===== config.mk =====
export PLATFORM = sky130hd
export DESIGN_NAME = sram_arb_ctrl
export DESIGN_NICKNAME = d
export VERILOG_FILES = /design/src/rtl/bidin_pkg.sv /design/src/rtl/rr_arb2.sv /design/src/rtl/sram_arb_ctrl.sv
export SDC_FILE = /design/constraint.sdc
export NUM_CORES = 1
export LEC_CHECK = 0
export BUFFER_PORTS_ARGS = -buffer_cell sky130_fd_sc_hd__buf_2
export CAP_MARGIN = 15
export CORE_MARGIN = 1
export CORE_UTILIZATION = 48
export CTS_CLUSTER_DIAMETER = 50
export DETAILED_ROUTE_END_ITERATION = 10
export GPL_TIMING_DRIVEN = 0
export MAX_ROUTING_LAYER = met4
export PLACE_DENSITY = 0.85
export SLEW_MARGIN = 20
export SYNTH_ARGS = -nofsm -noshare
export SYNTH_HDL_FRONTEND = slang
export SYNTH_SLANG_ARGS = --single-unit

===== constraint.sdc =====
create_clock -name clk -period 2.6 [get_ports clk]
set_input_delay 0.13 -clock clk [delete_from_list [all_inputs] [get_ports clk]]
set_output_delay 0.13 -clock clk [all_outputs]
set_load 0.005 [all_outputs]

===== src/rtl/bidin_pkg.sv =====
// Shared constants and FSM state type for the bit-deinterleaver SRAM access path.
package bidin_pkg;

    localparam int unsigned BIDIN_DEPTH = 146880;
    localparam int unsigned BIDIN_A_WID = 18;
    localparam int unsigned BIDIN_D_WID = 6;

    typedef enum logic {
        ARB = 1'b0,
        CLR = 1'b1
    } bidin_state_e;

endpackage


===== src/rtl/rr_arb2.sv =====
// Two-requester round-robin arbiter (write vs read) with enable and registered last-grant pointer.
module rr_arb2 (
    input  logic clk,
    input  logic rst_n,
    input  logic en,
    input  logic req_wr,
    input  logic req_rd,
    output logic gnt_wr,
    output logic gnt_rd
);

    logic last_wr_q;
    logic last_wr_d;

    // On a tie, serve whichever side was not granted last.
    always_comb begin
        gnt_wr    = 1'b0;
        gnt_rd    = 1'b0;
        last_wr_d = last_wr_q;
        if (en) begin
            if (req_wr && req_rd) begin
                gnt_rd = last_wr_q;
                gnt_wr = ~last_wr_q;
            end else begin
                gnt_wr = req_wr;
                gnt_rd = req_rd;
            end
        end
        if (gnt_wr) begin
            last_wr_d = 1'b1;
        end else if (gnt_rd) begin
            last_wr_d = 1'b0;
        end
    end

    always_ff @(posedge clk or negedge rst_n) begin
        if (!rst_n) begin
            last_wr_q <= 1'b1;
        end else begin
            last_wr_q <= last_wr_d;
        end
    end

endmodule


===== src/rtl/sram_arb_ctrl.sv =====
// Shares the single deinterleaver SRAM port between write and read streams,
// screens out-of-range addresses and runs a self-timed zero-fill sweep.
module sram_arb_ctrl
    import bidin_pkg::*;
#(
    parameter int unsigned DEPTH = BIDIN_DEPTH
) (
    input  logic                   clk,
    input  logic                   rst_n,
    input  logic                   wr_req,
    input  logic [BIDIN_A_WID-1:0] wr_addr,
    input  logic [BIDIN_D_WID-1:0] wr_data,
    output logic                   wr_gnt,
    input  logic                   rd_req,
    input  logic [BIDIN_A_WID-1:0] rd_addr,
    output logic                   rd_gnt,
    output logic                   rd_vld,
    output logic [BIDIN_D_WID-1:0] rd_data,
    output logic                   rd_err,
    output logic                   wr_err,
    input  logic                   clr_start,
    output logic                   clr_busy,
    output logic                   clr_done,
    output logic                   sram_cen,
    output logic                   sram_wen,
    output logic [BIDIN_A_WID-1:0] sram_a,
    output logic [BIDIN_D_WID-1:0] sram_d,
    input  logic [BIDIN_D_WID-1:0] sram_q
);

    localparam int unsigned A_WID = BIDIN_A_WID;
    localparam int unsigned D_WID = BIDIN_D_WID;
    localparam logic [A_WID-1:0] DEPTH_A  = A_WID'(DEPTH);
    localparam logic [A_WID-1:0] DEPTH_M1 = A_WID'(DEPTH - 1);

    bidin_state_e     state_q, state_d;
    logic [A_WID-1:0] clr_cnt_q, clr_cnt_d;
    logic             rd_vld_q, rd_vld_d;
    logic             rd_err_q, rd_err_d;
    logic             clr_done_q, clr_done_d;

    logic             wr_oor;
    logic             rd_oor;

    assign wr_oor = (wr_addr >= DEPTH_A);
    assign rd_oor = (rd_addr >= DEPTH_A);

    rr_arb2 u_arb (
        .clk    (clk),
        .rst_n  (rst_n),
        .en     (state_q == ARB),
        .req_wr (wr_req),
        .req_rd (rd_req),
        .gnt_wr (wr_gnt),
        .gnt_rd (rd_gnt)
    );

    // Next state, clear counter, read pipeline and SRAM port mux.
    always_comb begin
        state_d    = state_q;
        clr_cnt_d  = clr_cnt_q;
        clr_done_d = 1'b0;
        rd_vld_d   = rd_gnt;
        rd_err_d   = rd_gnt & rd_oor;
        sram_cen   = 1'b1;
        sram_wen   = 1'b1;
        sram_a     = '0;
        sram_d     = '0;
        case (state_q)
            ARB: begin
                if (clr_start) begin
                    state_d   = CLR;
                    clr_cnt_d = '0;
                end
                if (wr_gnt && !wr_oor) begin
                    sram_cen = 1'b0;
                    sram_wen = 1'b0;
                    sram_a   = wr_addr;
                    sram_d   = wr_data;
                end else if (rd_gnt && !rd_oor) begin
                    sram_cen = 1'b0;
                    sram_a   = rd_addr;
                end
            end
            CLR: begin
                sram_cen = 1'b0;
                sram_wen = 1'b0;
                sram_a   = clr_cnt_q;
                if (clr_cnt_q == DEPTH_M1) begin
                    state_d    = ARB;
                    clr_done_d = 1'b1;
                    clr_cnt_d  = '0;
                end else begin
                    clr_cnt_d = clr_cnt_q + A_WID'(1);
                end
            end
            default: state_d = ARB;
        endcase
    end

    always_ff @(posedge clk or negedge rst_n) begin
        if (!rst_n) begin
            state_q    <= ARB;
            clr_cnt_q  <= '0;
            rd_vld_q   <= 1'b0;
            rd_err_q   <= 1'b0;
            clr_done_q <= 1'b0;
        end else begin
            state_q    <= state_d;
            clr_cnt_q  <= clr_cnt_d;
            rd_vld_q   <= rd_vld_d;
            rd_err_q   <= rd_err_d;
            clr_done_q <= clr_done_d;
        end
    end

    // SRAM output is already registered; only gate it to zero when not a good read.
    assign rd_data  = (rd_vld_q && !rd_err_q) ? sram_q : D_WID'(0);
    assign rd_vld   = rd_vld_q;
    assign rd_err   = rd_err_q;
    assign wr_err   = wr_gnt & wr_oor;
    assign clr_busy = (state_q == CLR);
    assign clr_done = clr_done_q;

endmodule


==> impl_metrics.toml, run 1 <==
[setup_path]
rr_worst_depth = 6
max_stage_delay_ps = 400
critPathKind = "flop to output pin"
cpMaxStageDelayCell = "nor2_2"
critPathArrivalTime_ps = 2200
r2r-start = "clr_cnt_q[0]"
required_ps = 2470
crit_path_frequent_cell = "buf_2"
endpoint_kind = "output pin"
r2r-end = "clr_cnt_q[13]"
critical_path.startpoint = "clr_busy"
rrSetupSlack_ps = 580
start_kind = "flop"
cp_max_fo = 10
cp_cell_sequence = "buf_2, inv_1, o211ai_1, nor2_2, buf_2, a222oi_1, inv_1, buf_2"

[die]
die_w_um = 61.1
die_area_sq_um = 3730
std_cell_rows = 21
io_pins = 92
start_util_pct = 50.2
core-area_sq_um = 3340
die_y_um = 61.1

[hold_path]
min_to = "clr_cnt_q[16]"
worstHoldStart = "clr_start"
hold_class = "input pin to flop"
hold_depth = 2

[logic_synthesis]
ys_ff_latch = 23
synth_cells = 198
yosys.cell_count.top_type = "inv_1"
synth_async_sr_flop_share_pct = 100
synth-compound-area-share_pct = 25.8
ys_top_cells_by_count = "inv_1 (23), dfrtp_1 (22), nand2_1 (20)"
post_synth_fa_ha_maj_area_fraction_pct = 0.747
yosysWarnings = 0
synth_mux_area_share_pct = 0.597
synth_cell_types = 44
synth_ff_type = "dfrtp_1"
netlist_area_sq_um = 1680
synth-xor-area-share_pct = 1.57
synth_top_family_by_area = "simple AND/OR/NAND/NOR gates"
synthSimpleGateAreaFrac_pct = 28.8
synth_edf_count = 0
synthTopCellsByArea = "dfrtp_1 (33%), a222oi_1 (10%), inv_1 (5.2%)"
syn_nets = 252
ys_seq_area_share_pct = 34.4
synth_area_leader_cell = "dfrtp_1"
syn_avg_cell_area_sq_um = 8.46
synth_top_area_share_pct = 32.9

[detailed_routing]
met3WireLength_um = 347
viasPerCell = 5.79
wl_met1_um = 2120
ant_nets = 0
drt_pre_antenna_iters = 8
wl_per_cell_um = 14.3
route.detailed.drc = 0
drtIter0Drc = 124
dr_wl_met2_um = 2270
vias = 1970
finalWirelength_um = 4870
top_layer = "met4"

[sta]
rsz0062_at_grt = "no"
tns_ps = 0
fin_crit_sh_pct = 89.8
finalHoldViolCount = 0
fmax_mhz = 428
finalSetupViolCount = 0
worst_pin_slew_ps = 505
relSlewSlack_pct = 66.3
postLayoutSetupSlackWorst_ps = 265
period_minus_slack_ps = 2330
slew_violations = 0
fin_skew_ps = 8.70
hold_ws_ps = 49.3

[clock_tree]
cts_buffers = 3
cts.htree.levels = 1
clk_pin_slew_ps = 130
cts_root_buf = "clkbuf_4"
cts_tree = "yes"
numClockSinks = 23
post_cts.repair.setup_buffers = 0
cts.path.max_buffers = 2
clock_latency_ps = 320

[layout]
final_design_area_no_fill_sq_um = 2230
final_nets = 349
drive_above_1_share_pct = 39.5
area.growth.synth_to_final_pct = 33.2
antenna_cells = 0

[place]
gp_congestion = 0.963
port_buffers = 91
placed_cell_area_sq_um = 2190
post-place-ws_ps = 469
place_hpwl_um = 3870

[grt]
grt_overflow = 0
antenna_found_initial = 0
gr-usage-all-layers_pct = 28.4
grt_pass1_vias = 1742
grt_max_degree = 24
grt_pass1_wl_um = 7620

[pwr]
p_leak_nw = 1.24
power_density_nw_per_um2 = 463
finalPower_mw = 1.03
ir_drop_mv = 0.306

[run]
max_cap_viol_count = 0

[status]
status = "finished, final reports clean"
## layout by cell type, fill, tap and decap left out, drive strengths merged, types with 2 or more instances in the layout
cell type   n
a21oi       4
a221o       4
a222oi     17
a22o        4
a31oi       4
and2       14
and3        6
buf        96
clkbuf      7
dfrtp      22
inv        23
nand2      20
nand3      10
nand4       5
nor2       13
nor2b       3
nor3        8
nor4b       2
o21ai       6
o22ai       6
o31ai       3
xor2        2
## area by class of cell
cell class | count | area [sq um]
fill | 291 | 1100
tap | 46 | 57.6
clock inverter | 1 | 5.00
sequential | 23 | 577
inverter | 23 | 86.3
timing repair buffer | 92 | 465
buffer | 9 | 48.8
multi-input combinational | 143 | 970
clock buffer | 3 | 22.5
## cells by family (layout without fill, tap and decap cells)
logic type / count (synthesis) / after routing
compound gates: 53 / 53
buf+inv: 32 / 128
fa+ha+maj: 1 / 1
mux: 1 / 1
xor+xnor: 3 / 3
flops: 23 / 23
simple gates: 85 / 85
## metrics by stage
stage,utilization [%],std cells
floorplan,-,198
global placement,65.6,335
detailed placement,65.6,335
CTS,66.7,340
global route,66.9,340
finish,66.9,340
## how the worst max path moves through the flow
stage | slack [ps] | endpoint
final | 270 | sram_a[14]
after global routing | 110 | sram_a[15]
after CTS | 110 | sram_a[11]
after detailed placement | 470 | sram_a[11]
after global placement | 500 | sram_a[11]
after floorplan | 830 | clr_cnt_q[11]
## power breakdown
group | switching [mW] | internal [mW]
Combinational | 0.146 | 0.188
Clock | 0.111 | 0.0575
Sequential | 0.110 | 0.420
Total | 0.367 | 0.666
## flip-flops by register name, summed over array words and instances (netlist names)
register / flops
clr_cnt_q: 18
clr_done: 1
clr_busy: 1
u_arb.last_wr_q: 1
rd_err: 1
rd_vld: 1
## timing repair
| action | 4_1_cts | 5_1_grt |
|---|---|---|
| endpoints found under the setup margin | 0 | 17 |
| hold buffers | 1 | 0 |
| resized for setup | 0 | 2 |
| hold endpoints to repair | 22 | 0 |
## routing by layer
layer	up-vias	global-route usage (%)
met3	14	2.10
met2	117	44.1
met4	0	14.3
met1	896	37.3
met5	-	-
li1	943	-
## critical path, delay by kind of cell, from the launching register on
family / cells / cell delay, ps
flip-flops: 1 / 390
AO/OA/AOI/OAI: 2 / 290
AND/OR/NAND/NOR: 1 / 400
buffers and inverters: 5 / 810
No activity file was read; power rests on OpenSTA's default activity.
==> inputs of run 2 (changes only) <==
--- a/config.mk
+++ b/config.mk
@@ -8,12 +8,13 @@
 export BUFFER_PORTS_ARGS = -buffer_cell sky130_fd_sc_hd__buf_2
 export CAP_MARGIN = 15
 export CORE_MARGIN = 1
-export CORE_UTILIZATION = 48
+export CORE_UTILIZATION = 50
+export CTS_BUF_LIST = sky130_fd_sc_hd__clkbuf_8
 export CTS_CLUSTER_DIAMETER = 50
 export DETAILED_ROUTE_END_ITERATION = 10
 export GPL_TIMING_DRIVEN = 0
 export MAX_ROUTING_LAYER = met4
-export PLACE_DENSITY = 0.85
+export PLACE_DENSITY = 0.89
 export SLEW_MARGIN = 20
 export SYNTH_ARGS = -nofsm -noshare
 export SYNTH_HDL_FRONTEND = slang
==> run 2 against run 1 <==
  * Total power is 5.0% higher
  * Fmax is 3.4% lower
  * Combinational power hardly changed
  * Via count is 2.4% higher
  * Wire length is 5.5% higher
  * Sequential share of layout area is 0.10 points lower
  * Design area is 0.39% higher
  * Clock power is 32% higher
  * First-iteration DRC count is 4.0% lower
  * Global-route usage is 2.5 points higher
  * Count of clock-buffer cells in the layout stayed put
  * Setup slack worse by 81 ps
  * Largest cell class unchanged
  * Largest power group unchanged
==> impl_metrics.toml, run 2 (synthesized netlist as in run 1, its figures left out) <==
[status]
status = "finished, final reports clean"

[clock_tree]
cts_buffers = 3
clock_latency_ps = 270
numClockSinks = 23
cts_tree = "yes"
cts_root_buf = "clkbuf_8"
ctsResizeCount = 0
clk_pin_slew_ps = 80
cts.htree.levels = 1
cts.path.max_buffers = 2

[run]
max_cap_viol_count = 0

[die]
die_area_sq_um = 3590
core-area_sq_um = 3130
die_y_um = 59.9
start_util_pct = 53.6
std_cell_rows = 20
io_pins = 92
die_w_um = 59.9

[place]
place_hpwl_um = 4010
port_buffers = 91
placed_cell_area_sq_um = 2190
gp_congestion = 0.907

[detailed_routing]
vias = 2018
route.detailed.drc = 0
drt_pre_antenna_iters = 7
finalWirelength_um = 5140
wl_per_cell_um = 15.2
viasPerCell = 5.97
drtIter0Drc = 119
ant_nets = 0

[setup_path]
cp_max_fo = 10
start_kind = "flop"
rr_worst_depth = 6
rrSetupSlack_ps = 600
required_ps = 2470
r2r-end = "clr_cnt_q[11]"
endpoint_kind = "output pin"
critPathArrivalTime_ps = 2290
critPathKind = "flop to output pin"
r2r-start = "clr_cnt_q[0]"

[grt]
grt_pass1_wl_um = 8100
grt_overflow = 0
antenna_found_initial = 0
grt_pass1_vias = 1823
grt_max_degree = 24
gr-usage-all-layers_pct = 30.9

[sta]
hold_ws_ps = 157
finalSetupViolCount = 0
fmax_mhz = 414
finalHoldViolCount = 0
worst_pin_slew_ps = 625
relSlewSlack_pct = 58.2
slew_violations = 0
period_minus_slack_ps = 2420
rsz0062_at_grt = "no"
fin_crit_sh_pct = 92.9
fin_skew_ps = 8.40
tns_ps = 0

[hold_path]
min_to = "clr_cnt_q[4]"
worstHoldStart = "clr_start"
hold_depth = 2
hold_class = "input pin to flop"

[layout]
final_nets = 349
antenna_cells = 0
regMostFlops = "clr_cnt_q"
multiInputGateArea_sq_um = 963
final_design_area_no_fill_sq_um = 2240
mostFrequentLayoutCells = "buf_2 (94), inv_1 (24), dfrtp_1 (22)"
largest_register_ffs = 18
area.growth.synth_to_final_pct = 33.8
final_common_cell = "buf_2"
fin_util_pct = 71.6
seq_area_sq_um = 577
fillers = 249
drive_above_1_share_pct = 38.4

[pwr]
ir_drop_mv = 0.301
p_leak_nw = 1.25
power_density_nw_per_um2 = 484
finalPower_mw = 1.08
==> run 2: cell count changes in the layout (fill, tap and decap cells not counted), sizes merged <==
cell,change
inv,+1
clkinv,-1
==> run 2: worst max path at each step <==
| stage | from | to | slack [ps] | cells past startpoint |
|---|---|---|---|---|
| floorplan | clr_cnt_q[0] | clr_cnt_q[11] | 830 | 6 |
| global placement | clr_busy | sram_a[17] | 520 | 8 |
| detailed placement | clr_busy | sram_a[17] | 500 | 8 |
| CTS | clr_busy | sram_a[17] | 190 | 8 |
| global route | clr_busy | sram_a[15] | 30 | 8 |
| finish | clr_busy | sram_a[17] | 180 | 8 |
==> run 2: power by group <==
part	switching (mW)	total, mW	internal (mW)
Sequential	0.110	0.531	0.420
Clock	0.117	0.222	0.106
Combinational	0.144	0.331	0.188
==> run 2: area by class of cell <==
cell class              count  share of cell area, %
inverters                  23                   3.85
clock inverters             1                  0.168
clock buffers               3                   1.84
well taps                  44                   2.46
flip-flops and latches     23                   25.7
repair buffers             92                   20.8
plain buffers               9                   2.18
multi-input cells         143                   43.0
==> run 2: per-layer routing <==
layer | wire (um) | vias to the layer above | track usage, % | share of wire, %
li1 | - | 941 | - | -
met1 | 2140 | 972 | 36.9 | 42
met2 | 2590 | 98 | 53.0 | 50
met3 | 328 | 7 | 3.46 | 6.4
met4 | 76 | 0 | 11.6 | 1.5
met5 | 0 | - | - | 0
==> run 2: what timing repair did <==
action / 4_1_cts / 5_1_grt
setup endpoints to repair: 0 / 0
buffers inserted: 0 / 0
endpoints found under the hold margin: 22 / 0
hold buffers: 1 / 0
==> run 2: critical path, cell delays in order, from the launching register on <==
cell	delay, ps
dfrtp_1	380
buf_2	190
inv_1	150
o211ai_1	160
nor2_1	530
buf_2	320
nand2_1	70
o21ai_1	90
buf_2	140
==> run 2: through the flow <==
stage                     setup WS [ps]  instances
after floorplan                     830        198
after global placement              519        333
after detailed placement            496        333
after CTS                           188        338
after global routing               25.3        338
final                               184        338
